**src/rtl/lomo_frame_rx.sv**
```systemverilog
// rtl/lomo_frame_rx.sv - LOMO serial telemetry receiver: bit/word recovery, header alignment, lock tracking
//
// Ports:
//   clk, reset          system clock, synchronous active-low reset
//   ser_clk, ser_dat    serial bit clock / data (async); bit taken on ser_clk falling edge
//   ser_mk              optional word-0 marker, rising edge restarts word 0
//   word_data/word_idx  last received word (bit0 = first on line) and its index
//   word_valid          one-cycle strobe for word_data/word_idx, only while locked
//   frm_num/str_num     frame/string numbers from the last good header
//   hdr_valid/hdr_err   one-cycle strobes for a good / bad header
//   locked              high while aligned
//   err_cnt             bad headers seen while locked, saturating
module lomo_frame_rx #(
  parameter int GAP_CYCLES = 64,
  parameter int LOCK_HDRS  = 2,
  parameter int LOSS_HDRS  = 3,
  parameter int WORDS      = 20
) (
  input  logic        clk,
  input  logic        reset,
  input  logic        ser_clk,
  input  logic        ser_dat,
  input  logic        ser_mk,
  output logic [15:0] word_data,
  output logic [4:0]  word_idx,
  output logic        word_valid,
  output logic [8:0]  frm_num,
  output logic [5:0]  str_num,
  output logic        hdr_valid,
  output logic        hdr_err,
  output logic        locked,
  output logic [7:0]  err_cnt
);

  localparam int GW = $clog2(GAP_CYCLES + 1);
  localparam logic [GW-1:0] GAP_MAX = GW'(GAP_CYCLES);

  typedef enum logic {HUNT = 1'b0, LOCKED = 1'b1} state_t;
  state_t state_q, state_d;

  logic [2:0]    clk_sync, mk_sync;
  // Data is used at stage 2 together with the clock edge detect, so a third
  // data stage would drive nothing.
  logic [1:0]    dat_sync;
  logic [GW-1:0] gap_cnt;
  logic [3:0]    bit_cnt, good_cnt, bad_cnt, good_d, bad_d;
  logic [4:0]    word_cnt;
  logic [15:0]   shift;
  logic          slip, prev_good;

  logic          strobe, bit_in, mk_edge, resync;
  logic [3:0]    bit_cnt_eff;
  logic [4:0]    word_cnt_eff;
  logic          slip_eff, word_done, is_hdr, hdr_ok;
  logic [15:0]   new_word;
  logic [5:0]    str_inc;
  logic [8:0]    frm_next;

  assign strobe  = !clk_sync[1] && clk_sync[2];
  assign bit_in  = dat_sync[1];
  assign mk_edge = mk_sync[1] && !mk_sync[2];

  // A marker or a long silence restarts word 0 before this cycle's bit is
  // applied, so a bit arriving with the marker becomes bit0 of word 0.
  assign resync       = mk_edge || (gap_cnt == GAP_MAX);
  assign bit_cnt_eff  = resync ? 4'd0 : bit_cnt;
  assign word_cnt_eff = resync ? 5'd0 : word_cnt;
  assign slip_eff     = resync ? 1'b0 : slip;

  assign new_word  = {bit_in, shift[15:1]};
  assign word_done = strobe && !slip_eff && (bit_cnt_eff == 4'd15);
  assign is_hdr    = word_done && ((word_cnt_eff == 5'd0) || (word_cnt_eff == 5'(WORDS / 2)));

  // frm_num/str_num double as the continuity reference: they only load on a
  // good header, and prev_good says whether the last header was good.
  assign str_inc  = str_num + 6'd1;
  assign frm_next = (str_num == 6'd63) ? frm_num + 9'd1 : frm_num;

  always_comb begin
    hdr_ok = 1'b0;
    if (word_cnt_eff == 5'd0)
      hdr_ok = new_word[0] && !new_word[1] &&
               (!prev_good || (new_word[6:1] == str_inc && new_word[15:7] == frm_next));
    else
      hdr_ok = !new_word[0] &&
               (!prev_good || (new_word[6:1] == str_inc && new_word[15:7] == frm_num));
  end

  always_comb begin
    state_d = state_q;
    good_d  = good_cnt;
    bad_d   = bad_cnt;
    if (is_hdr) begin
      case (state_q)
        HUNT: begin
          if (!hdr_ok) begin
            good_d = 4'd0;
          end else if (good_cnt + 4'd1 == 4'(LOCK_HDRS)) begin
            state_d = LOCKED;
            good_d  = 4'd0;
            bad_d   = 4'd0;
          end else begin
            good_d = good_cnt + 4'd1;
          end
        end
        LOCKED: begin
          if (hdr_ok) begin
            bad_d = 4'd0;
          end else if (bad_cnt + 4'd1 == 4'(LOSS_HDRS)) begin
            state_d = HUNT;
            good_d  = 4'd0;
            bad_d   = 4'd0;
          end else begin
            bad_d = bad_cnt + 4'd1;
          end
        end
        default: state_d = HUNT;
      endcase
    end
  end

  always_ff @(posedge clk) begin
    if (!reset) begin
      state_q  <= HUNT;
      good_cnt <= 4'd0;
      bad_cnt  <= 4'd0;
    end else begin
      state_q  <= state_d;
      good_cnt <= good_d;
      bad_cnt  <= bad_d;
    end
  end

  assign locked = (state_q == LOCKED);

  always_ff @(posedge clk) begin
    if (!reset) begin
      clk_sync   <= 3'd0;
      dat_sync   <= 2'd0;
      mk_sync    <= 3'd0;
      gap_cnt    <= '0;
      bit_cnt    <= 4'd0;
      word_cnt   <= 5'd0;
      shift      <= 16'd0;
      slip       <= 1'b0;
      prev_good  <= 1'b0;
      word_data  <= 16'd0;
      word_idx   <= 5'd0;
      word_valid <= 1'b0;
      frm_num    <= 9'd0;
      str_num    <= 6'd0;
      hdr_valid  <= 1'b0;
      hdr_err    <= 1'b0;
      err_cnt    <= 8'd0;
    end else begin
      clk_sync   <= {clk_sync[1:0], ser_clk};
      dat_sync   <= {dat_sync[0], ser_dat};
      mk_sync    <= {mk_sync[1:0], ser_mk};
      word_valid <= 1'b0;
      hdr_valid  <= 1'b0;
      hdr_err    <= 1'b0;
      bit_cnt    <= bit_cnt_eff;
      word_cnt   <= word_cnt_eff;
      slip       <= slip_eff;

      if (strobe)
        gap_cnt <= '0;
      else if (gap_cnt != GAP_MAX)
        gap_cnt <= gap_cnt + GW'(1);

      if (strobe) begin
        if (slip_eff) begin
          // Bit slip: drop this bit so the next word starts one bit later.
          slip <= 1'b0;
        end else begin
          shift   <= new_word;
          bit_cnt <= bit_cnt_eff + 4'd1;
          if (word_done) begin
            word_data  <= new_word;
            word_idx   <= word_cnt_eff;
            word_valid <= (state_q == LOCKED);
            word_cnt   <= (word_cnt_eff == 5'(WORDS - 1)) ? 5'd0 : word_cnt_eff + 5'd1;
            if (is_hdr) begin
              if (hdr_ok) begin
                hdr_valid <= 1'b1;
                frm_num   <= new_word[15:7];
                str_num   <= new_word[6:1];
                prev_good <= 1'b1;
              end else begin
                hdr_err   <= 1'b1;
                prev_good <= 1'b0;
                if (state_q == LOCKED) begin
                  if (err_cnt != 8'hFF)
                    err_cnt <= err_cnt + 8'd1;
                end else begin
                  slip     <= 1'b1;
                  word_cnt <= 5'd0;
                end
              end
            end
          end
        end
      end
    end
  end

endmodule

```
**config.mk**
```make
export PLATFORM = sky130hd
export DESIGN_NAME = lomo_frame_rx
export DESIGN_NICKNAME = d
export VERILOG_FILES = /design/src/rtl/lomo_frame_rx.sv
export SDC_FILE = /design/constraint.sdc
export NUM_CORES = 1
export LEC_CHECK = 0
export BUFFER_PORTS_ARGS = -buffer_cell sky130_fd_sc_hd__buf_2
export CORE_MARGIN = 4
export CORE_UTILIZATION = 52
export CTS_CLUSTER_DIAMETER = 30
export DETAILED_ROUTE_END_ITERATION = 8
export MAX_ROUTING_LAYER = met4
export PLACE_DENSITY = 0.71
export SLEW_MARGIN = 20
export SYNTH_ARGS = -nofsm -noshare
export SYNTH_HDL_FRONTEND = slang
export SYNTH_SLANG_ARGS = --single-unit
```
**constraint.sdc**
```tcl
create_clock -name clk -period 3 [get_ports clk]
set_input_delay 0.3 -clock clk [delete_from_list [all_inputs] [get_ports clk]]
set_output_delay 0.3 -clock clk [all_outputs]
set_load 0.005 [all_outputs]
```
==> results of run 1 <==
## worst max-delay path by stage
| stage | startpoint | to | cells past startpoint | slack [ns] |
|---|---|---|---|---|
| after global placement | str_num[1]$_SDFFE_PN0P_ | bad_cnt[2]$_SDFFE_PN0P_ | 9 | 0.19 |
| after global routing | str_num[1]$_SDFFE_PN0P_ | frm_num[4]$_SDFFE_PN0P_ | 10 | 0.004 |
| after detailed placement | str_num[1]$_SDFFE_PN0P_ | bad_cnt[2]$_SDFFE_PN0P_ | 9 | 0.08 |
| after floorplan | gap_cnt[1]$_SDFFE_PP0N_ | str_num[5]$_SDFFE_PN0P_ | 14 | 0.0006 |
| after CTS | str_num[1]$_SDFFE_PN0P_ | bad_cnt[2]$_SDFFE_PN0P_ | 9 | 0.05 |
| final | str_num[1]$_SDFFE_PN0P_ | frm_num[4]$_SDFFE_PN0P_ | 10 | 0.17 |
## metal layers
layer	track usage, %	share of wire [%]	vias up	wire (um)
li1	-	-	2047	-
met1	31.29	48	1988	5373
met2	34.51	46	115	5142
met3	2.909	5.1	18	579
met4	8.476	1.7	0	191
met5	-	0	-	0
## cell usage in the layout, fill, tap and decap left out, drive strengths merged, types with 5 or more instances in the layout
cell type / count
a21oi: 56
a31oi: 6
and2: 16
and3: 8
buf: 76
clkbuf: 10
dfxtp: 97
ha: 13
inv: 18
mux2i: 18
nand2: 103
nand2b: 5
nand3: 21
nand4: 16
nor2: 38
nor3: 12
nor4: 8
o21ai: 17
xnor2: 11
xor2: 19
## logic make-up (layout without fill, tap and decap cells)
kind of cell,Yosys count,in the layout
compound gates,104,104
flops,97,97
fa+ha+maj,13,13
simple gates,250,250
buf+inv,43,105
mux,19,19
xor+xnor,30,30
## sequential cells by signal, indices dropped and copies added, names as in the netlist
| signal | count |
|---|---|
| dat_sync | 2 |
| bit_cnt | 4 |
| word_valid | 1 |
| word_cnt | 5 |
| gap_cnt | 7 |
| err_cnt | 8 |
| frm_num | 9 |
| hdr_valid | 1 |
| good_cnt | 4 |
| str_num | 6 |
| word_idx | 5 |
| shift | 15 |
| clk_sync | 3 |
| mk_sync | 3 |
| hdr_err | 1 |
| word_data | 16 |
| bad_cnt | 4 |
| prev_good | 1 |
| locked | 1 |
| slip | 1 |
## cells in the mapped netlist (3+ instances only)
library cell and number:
a21o_1 4, a21oi_1 55, a31oi_1 5, and2_1 16, and3_1 8, clkbuf_1 23, dfxtp_1 97, ha_1 13
inv_1 13, mux2i_1 18, nand2_1 102, nand2b_1 5, nand3_1 21, nand4_1 15, nor2_1 37, nor2b_1 3
nor3_1 12, nor4_1 6, o21ai_0 17, or3_1 4, or4_1 3, xnor2_1 11, xor2_1 19
## power groups by stage
stage	Clock (mW)	Sequential, mW	Combinational, mW
floorplan	0	1.34	0.0556
global placement	0	1.34	0.0715
detailed placement	0	1.34	0.0736
CTS	0.861	1.31	0.0742
global route	0.912	1.31	0.0831
finish	0.834	1.31	0.0739
## through the flow
stage                     util [%]  total power, mW  area, um2
after detailed placement     58.64            1.413       5114
after global placement       58.64            1.410       5114
after global routing         61.26            2.308       5343
after CTS                    60.85            2.245       5306
after floorplan                  -            1.392       4683
final                        61.26            2.219       5343
## area by class of cell
class,count,area (um2)
sequential,97,1944
clock inverter,6,55.05
timing repair buffer,76,465.4
tap,108,135.1
multi-input combinational,416,2556
inverter,13,48.80
fill,807,3378
clock buffer,10,137.6
==> metrics.txt, run 1 <==
post-CTS resize count 0; max-slew violations 0; CTS Hold Bufs 0; RSZ-0062 raised after global routing no; register area share after synthesis 41.72%; R2R depth 10; Slew @ Worst Pin 0.5638 ns; pin count of the biggest net entering global routing 47; CP max-delay cell o32a_1; Worst Hold Launch ser_dat; initial antenna violation count 0; Inserted Diodes 0; Post-Synth Simple-Gate Area a little over a quarter; delay-heaviest family, CP simple AND/OR/NAND/NOR gates; largest cells by area after synthesis dfxtp_1 (42%), nand2_1 (8.2%), a21oi_1 (5.9%), mux2i_1 (3.9%), xor2_1 (3.6%); latest clock arrival within the worst-skew pair 0.36 ns; Post-Synth Adder-Cell Area 3.495%; routed wire length ~11000 um; Boundary Pins 53; Compound-Gate Fraction of Synth Area roughly 14%; period utilisation layout between 90% and 100%; number of global-route vias before repair 3980; largest driver fanout on the critical path 17; Ys Warns 0; die width 102.6 um; Post-Syn Instances 556; FFs w/ async S/R, synth 0%; Sw Ratio 24.66%; Hold EP dat_sync[0]$_SDFF_PN0_; DRC 0; final net count 631; Final min period 2.826 ns; P_sw 0.5472 mW; EDFF count, synth 0; XOR/XNOR share of the synthesized area ~5.6%; clk slew on worst S/H paths 0.10 ns; combinational fraction of design power 3.3%; final std cells w/o fill slightly above 700; critical path, cell by cell ha_1 -> or3b_1 -> nand3_1 -> a31oi_1 -> or3_1 -> o32a_1 -> a21oi_4 -> buf_12 -> mux2i_1 -> nor2_1; Worst Skew 0.009178 ns; post-synthesis mux area share under 10%; WL per Instance ~16 um; Netlist cell types 63; dominant cell type by area after synthesis dfxtp_1; total gr overflow 0; syn_nets approximately 570; sequential power share 59.1%; Sum Neg Setup Slack 0 ns; flops & latches, synth 97; Worst EP required 3.23 ns; Fin. Hold Viols 0; Worst Hold Class input port to flop; final setup fails 0; total internal power 1.672 mW; Clock Path Buffers 2; arrival time worst endpoint 3.06 ns; Vias 4168; Buf+Inv Stages, Crit Path 1; Vias/cell 5.741; Synth top area share 41.72%; R2R Path Start str_num[1]$_SDFFE_PN0P_; Max rail drop VDD around 0.00027 V; largest family of logic cells by synthesized area simple AND/OR/NAND/NOR gates; cell area after synthesis around 0.0047 mm2; Initial Util between 50% and 60%; critical path class flop to flop; Hold Slack around 0.14 ns; Num CTS Buffers 9; TritonRoute pass-1 iters 4; Die ar. approximately 0.011 mm2; Max-slew headroom 62.36%; Placed Cells incl. Taps 710; HPWL after DPL 8138 um; layout cell share with drive strength beyond 1 18.93%; number of max-cap violations 0; area grow syn2layout 14.78%; most common flop cell mapped by yosys dfxtp_1; Core ar. around 0.0087 mm2; Reg2Reg Setup Slack between 0.15 and 0.2 ns; reg2reg end frm_num[4]$_SDFFE_PN0P_; GP Congestion between 1 and 1.5; worst setup margin 0.1736 ns; post-CTS setup buffers 0; CTS tree done; Total GRT Usage 22.82%; PortBufs 52; P_leak 2.106 nW; CTS Sinks 97; power per cell area between 400 and 500 mW/mm2; hold depth 2; Die Y 102.6 um; first-pass GRT wire length 18700 um; Mapped Avg Cell Area roughly 8.4 um2; Routed Antenna Nets 0; H-tree levels 3; CP Capture Type flop; CTS Root Cell clkbuf_8; outcome finished clean; pre-CTS WS 0.07672 ns; starting DRC count in detailed routing 182; clock network power share 37.6%; startpoint types flop; fmax 0.3538 GHz; num rows 34; Max stage delay on crit path between 0.4 and 0.5 ns
Power figures use the tool's default switching activity.
==> run 2: changes to the inputs <==
--- a/config.mk
+++ b/config.mk
@@ -11,7 +11,7 @@
 export CTS_CLUSTER_DIAMETER = 30
 export DETAILED_ROUTE_END_ITERATION = 8
 export MAX_ROUTING_LAYER = met4
-export PLACE_DENSITY = 0.71
+export PLACE_DENSITY = 0.68
 export SLEW_MARGIN = 20
 export SYNTH_ARGS = -nofsm -noshare
 export SYNTH_HDL_FRONTEND = slang
==> constraint.sdc (replaced) <==
create_clock -name clk -period 2.7 [get_ports clk]
set_input_delay 0.27 -clock clk [delete_from_list [all_inputs] [get_ports clk]]
set_output_delay 0.27 -clock clk [all_outputs]
set_load 0.005 [all_outputs]
==> run 2 against run 1 <==
  * The flow now finishes with violations (setup timing)
  * Combinational power increased by 41%
  * First-iteration DRC count is 14% higher
  * Sequential power is 11% higher
  * Via count is 3.5% higher
  * Core utilization rose by 6.6 points
  * Critical path type unchanged
  * Highest routed layer unchanged
  * Critical endpoint is now str_num[0]$_SDFFE_PN0P_
  * Sequential share of layout area decreased by 3.5 points
  * Global-route usage rose by 0.45 points
==> metrics.txt, run 2 (same netlist as run 1, synthesis figures left out) <==
Worst path most repeated cell ha_4; Critical path destination str_num[0]$_SDFFE_PN0P_; Core ar. 0.008721 mm2 (unchanged); num rows 34 (unchanged); fmax 0.3632 GHz (+2.7%); Final Core Density 67.82% (+6.6 points); starting DRC count in detailed routing 208 (+14%); Initial Util 53.37% (unchanged); pre-CTS WS -0.1389 ns (-0.2156 ns); R2R Path Start gap_cnt[1]$_SDFFE_PP0N_; Max-slew headroom 67.54% (+5.2 points); Die ar. 0.01053 mm2 (unchanged); Placed Cells incl. Taps 751 (+5.8%); H-tree levels 3 (unchanged); outcome finished with violations; CP startpoint gap_cnt[1]$_SDFFE_PP0N_; Max stage delay on crit path 0.55 ns (+0.11 ns); max reg flops 16 (unchanged); Worst EP required 2.93 ns (-0.30 ns); area grow syn2layout 27.07%; arrival time worst endpoint 2.99 ns (-0.07 ns); clk slew on worst S/H paths 0.09 ns (about the same); R2R depth 12 (+2); final std cells w/o fill 777 (+7.0%); Slew @ Worst Pin 0.4831 ns (-0.08064 ns); max-slew violations 0 (unchanged); CP Capture Type flop; most frequent cells in the layout nand2_1 (98), dfxtp_1 (92), buf_4 (67), a21oi_1 (54), buf_2 (52); DRC 0 (unchanged); initial antenna violation count 0 (unchanged); Buf+Inv Stages, Crit Path 2 (+1); critical path class flop to flop; P_leak 2.396 nW (+14%); delay-heaviest family, CP simple AND/OR/NAND/NOR gates; Max rail drop VDD 0.0002989 V (+12%); CTS Root Cell clkbuf_8; fillers 705 (-13%); worst setup margin -0.05301 ns (-0.2266 ns); CP Depth 12 (+2); CP max-delay cell or4b_4; Final min period 2.753 ns (-0.07338 ns); final setup fails 17 (+17); Clock Path Buffers 2 (unchanged); WL per Instance 14.79 um (-4.8%); PortBufs 52 (unchanged); first-pass GRT wire length 19090 um (+2.1%); die width 102.6 um (unchanged); Boundary Pins 53 (unchanged); startpoint types flop; Worst Skew 0.01179 ns (+0.002612 ns); Fin. Hold Viols 0 (unchanged); routed wire length 11500 um (+1.9%); period utilisation layout 102.0% (+7.8 points); number of max-cap violations 0 (unchanged); layout cell share with drive strength beyond 1 28.25% (+9.3 points); area of the multi-input gates 0.002690 mm2 (+5.2%); GP Congestion 0.8974 (-11%); Die Y 102.6 um (unchanged); Hold Slack 0.1160 ns (-0.02557 ns); Worst Hold Class input port to flop; fin area 0.005914 mm2 (+11%); failing checks setup timing; total gr overflow 0 (unchanged); Vias 4315 (+3.5%); post-place instance area 0.005489 mm2 (+7.3%); latest clock arrival within the worst-skew pair 0.37 ns (about the same); Routed Antenna Nets 0 (unchanged); Regs by FF count word_data: 16 flops, shift: 15 flops, frm_num: 9 flops; HPWL after DPL 8159 um (+0.26%); final net count 682 (+8.1%); most common cell after layout, fill and taps aside nand2_1; Num CTS Buffers 9 (unchanged); Biggest register word_data; Inserted Diodes 0 (unchanged); critical path, cell by cell inv_2 -> ha_4 -> a31oi_4 -> and2_4 -> ha_4 -> nand2_4 -> nor4_4 -> or4b_4 -> a21oi_4 -> buf_12 -> mux2i_1 -> nor2_1; RSZ-0062 raised after global routing yes; CTS Hold Bufs 0 (unchanged); largest driver fanout on the critical path 8 (-9); power per cell area 427.8 mW/mm2 (+3.0%); pin count of the biggest net entering global routing 51 (+8.5%); Reg2Reg Setup Slack -0.05 ns (-0.23 ns); number of global-route vias before repair 4078 (+2.5%); reg2reg end str_num[0]$_SDFFE_PN0P_; Total GRT Usage 23.28% (+0.45 points); CTS tree done; CTS Sinks 97 (unchanged); TritonRoute pass-1 iters 5 (+1); Register Area 0.001948 mm2 (+0.19%); Vias/cell 5.553 (-3.3%)
-- run 2: layout make-up --
cell class / count / share of cell area, %
Clock inverter: 5 / 1.058
Inverter: 13 / 0.8250
Multi-Input combinational cell: 416 / 45.48
Timing Repair Buffer: 127 / 15.02
Clock buffer: 11 / 2.391
Tap cell: 108 / 2.285
Sequential cell: 97 / 32.94
-- run 2: timing repair --
action	CTS	global route
endpoints found under the setup margin	30	38
cloned	0	0
pin swaps	5	5
buffers inserted	5	5
hold endpoints to repair	0	0
gates resized for setup	12	22
-- run 2: stage by stage --
stage               power (mW)  TNS (ns)
floorplan                1.552    -2.951
global placement         1.585    -1.329
detailed placement       1.589    -2.167
CTS                      2.556  -0.06340
global route             2.633    -3.476
finish                   2.530   -0.2826
-- run 2: routing by layer --
layer | GRT usage [%] | wire length (um) | vias to the layer above
met4 | 6.660 | 127 | 0
met1 | 29.26 | 5057 | 2046
met3 | 4.736 | 591 | 15
met5 | - | 0 | -
met2 | 37.98 | 5720 | 112
li1 | - | - | 2142
-- run 2: power breakdown --
group / total [mW] / internal (mW) / switching [mW]
clock: 0.974 / 0.459 / 0.515
sequential: 1.45 / 1.44 / 0.00910
combinational: 0.104 / 0.0438 / 0.0602
total: 2.53 / 1.95 / 0.584
-- run 2: worst register-to-register path: cells and delay by family (launching register included) --
family	cells	cell delay, ns
AOI/OAI and AO/OA	2	0.45
DFF	1	0.34
buffers and inverters	2	0.20
muxes	1	0.19
and+or+nand+nor	5	1.13
adders and majority gates	2	0.30
-- run 2: how the worst min path moves through the flow --
stage,startpoint,end,slack [ns],cells past startpoint
after floorplan,ser_clk,clk_sync[0]$_SDFF_PN0_,0.40,1
after global placement,clk_sync[0]$_SDFF_PN0_,clk_sync[1]$_SDFF_PN0_,0.41,1
after detailed placement,dat_sync[0]$_SDFF_PN0_,dat_sync[1]$_SDFF_PN0_,0.42,1
after CTS,ser_dat,dat_sync[0]$_SDFF_PN0_,0.1,2
after global routing,ser_mk,mk_sync[0]$_SDFF_PN0_,0.11,2
final,ser_dat,dat_sync[0]$_SDFF_PN0_,0.12,2
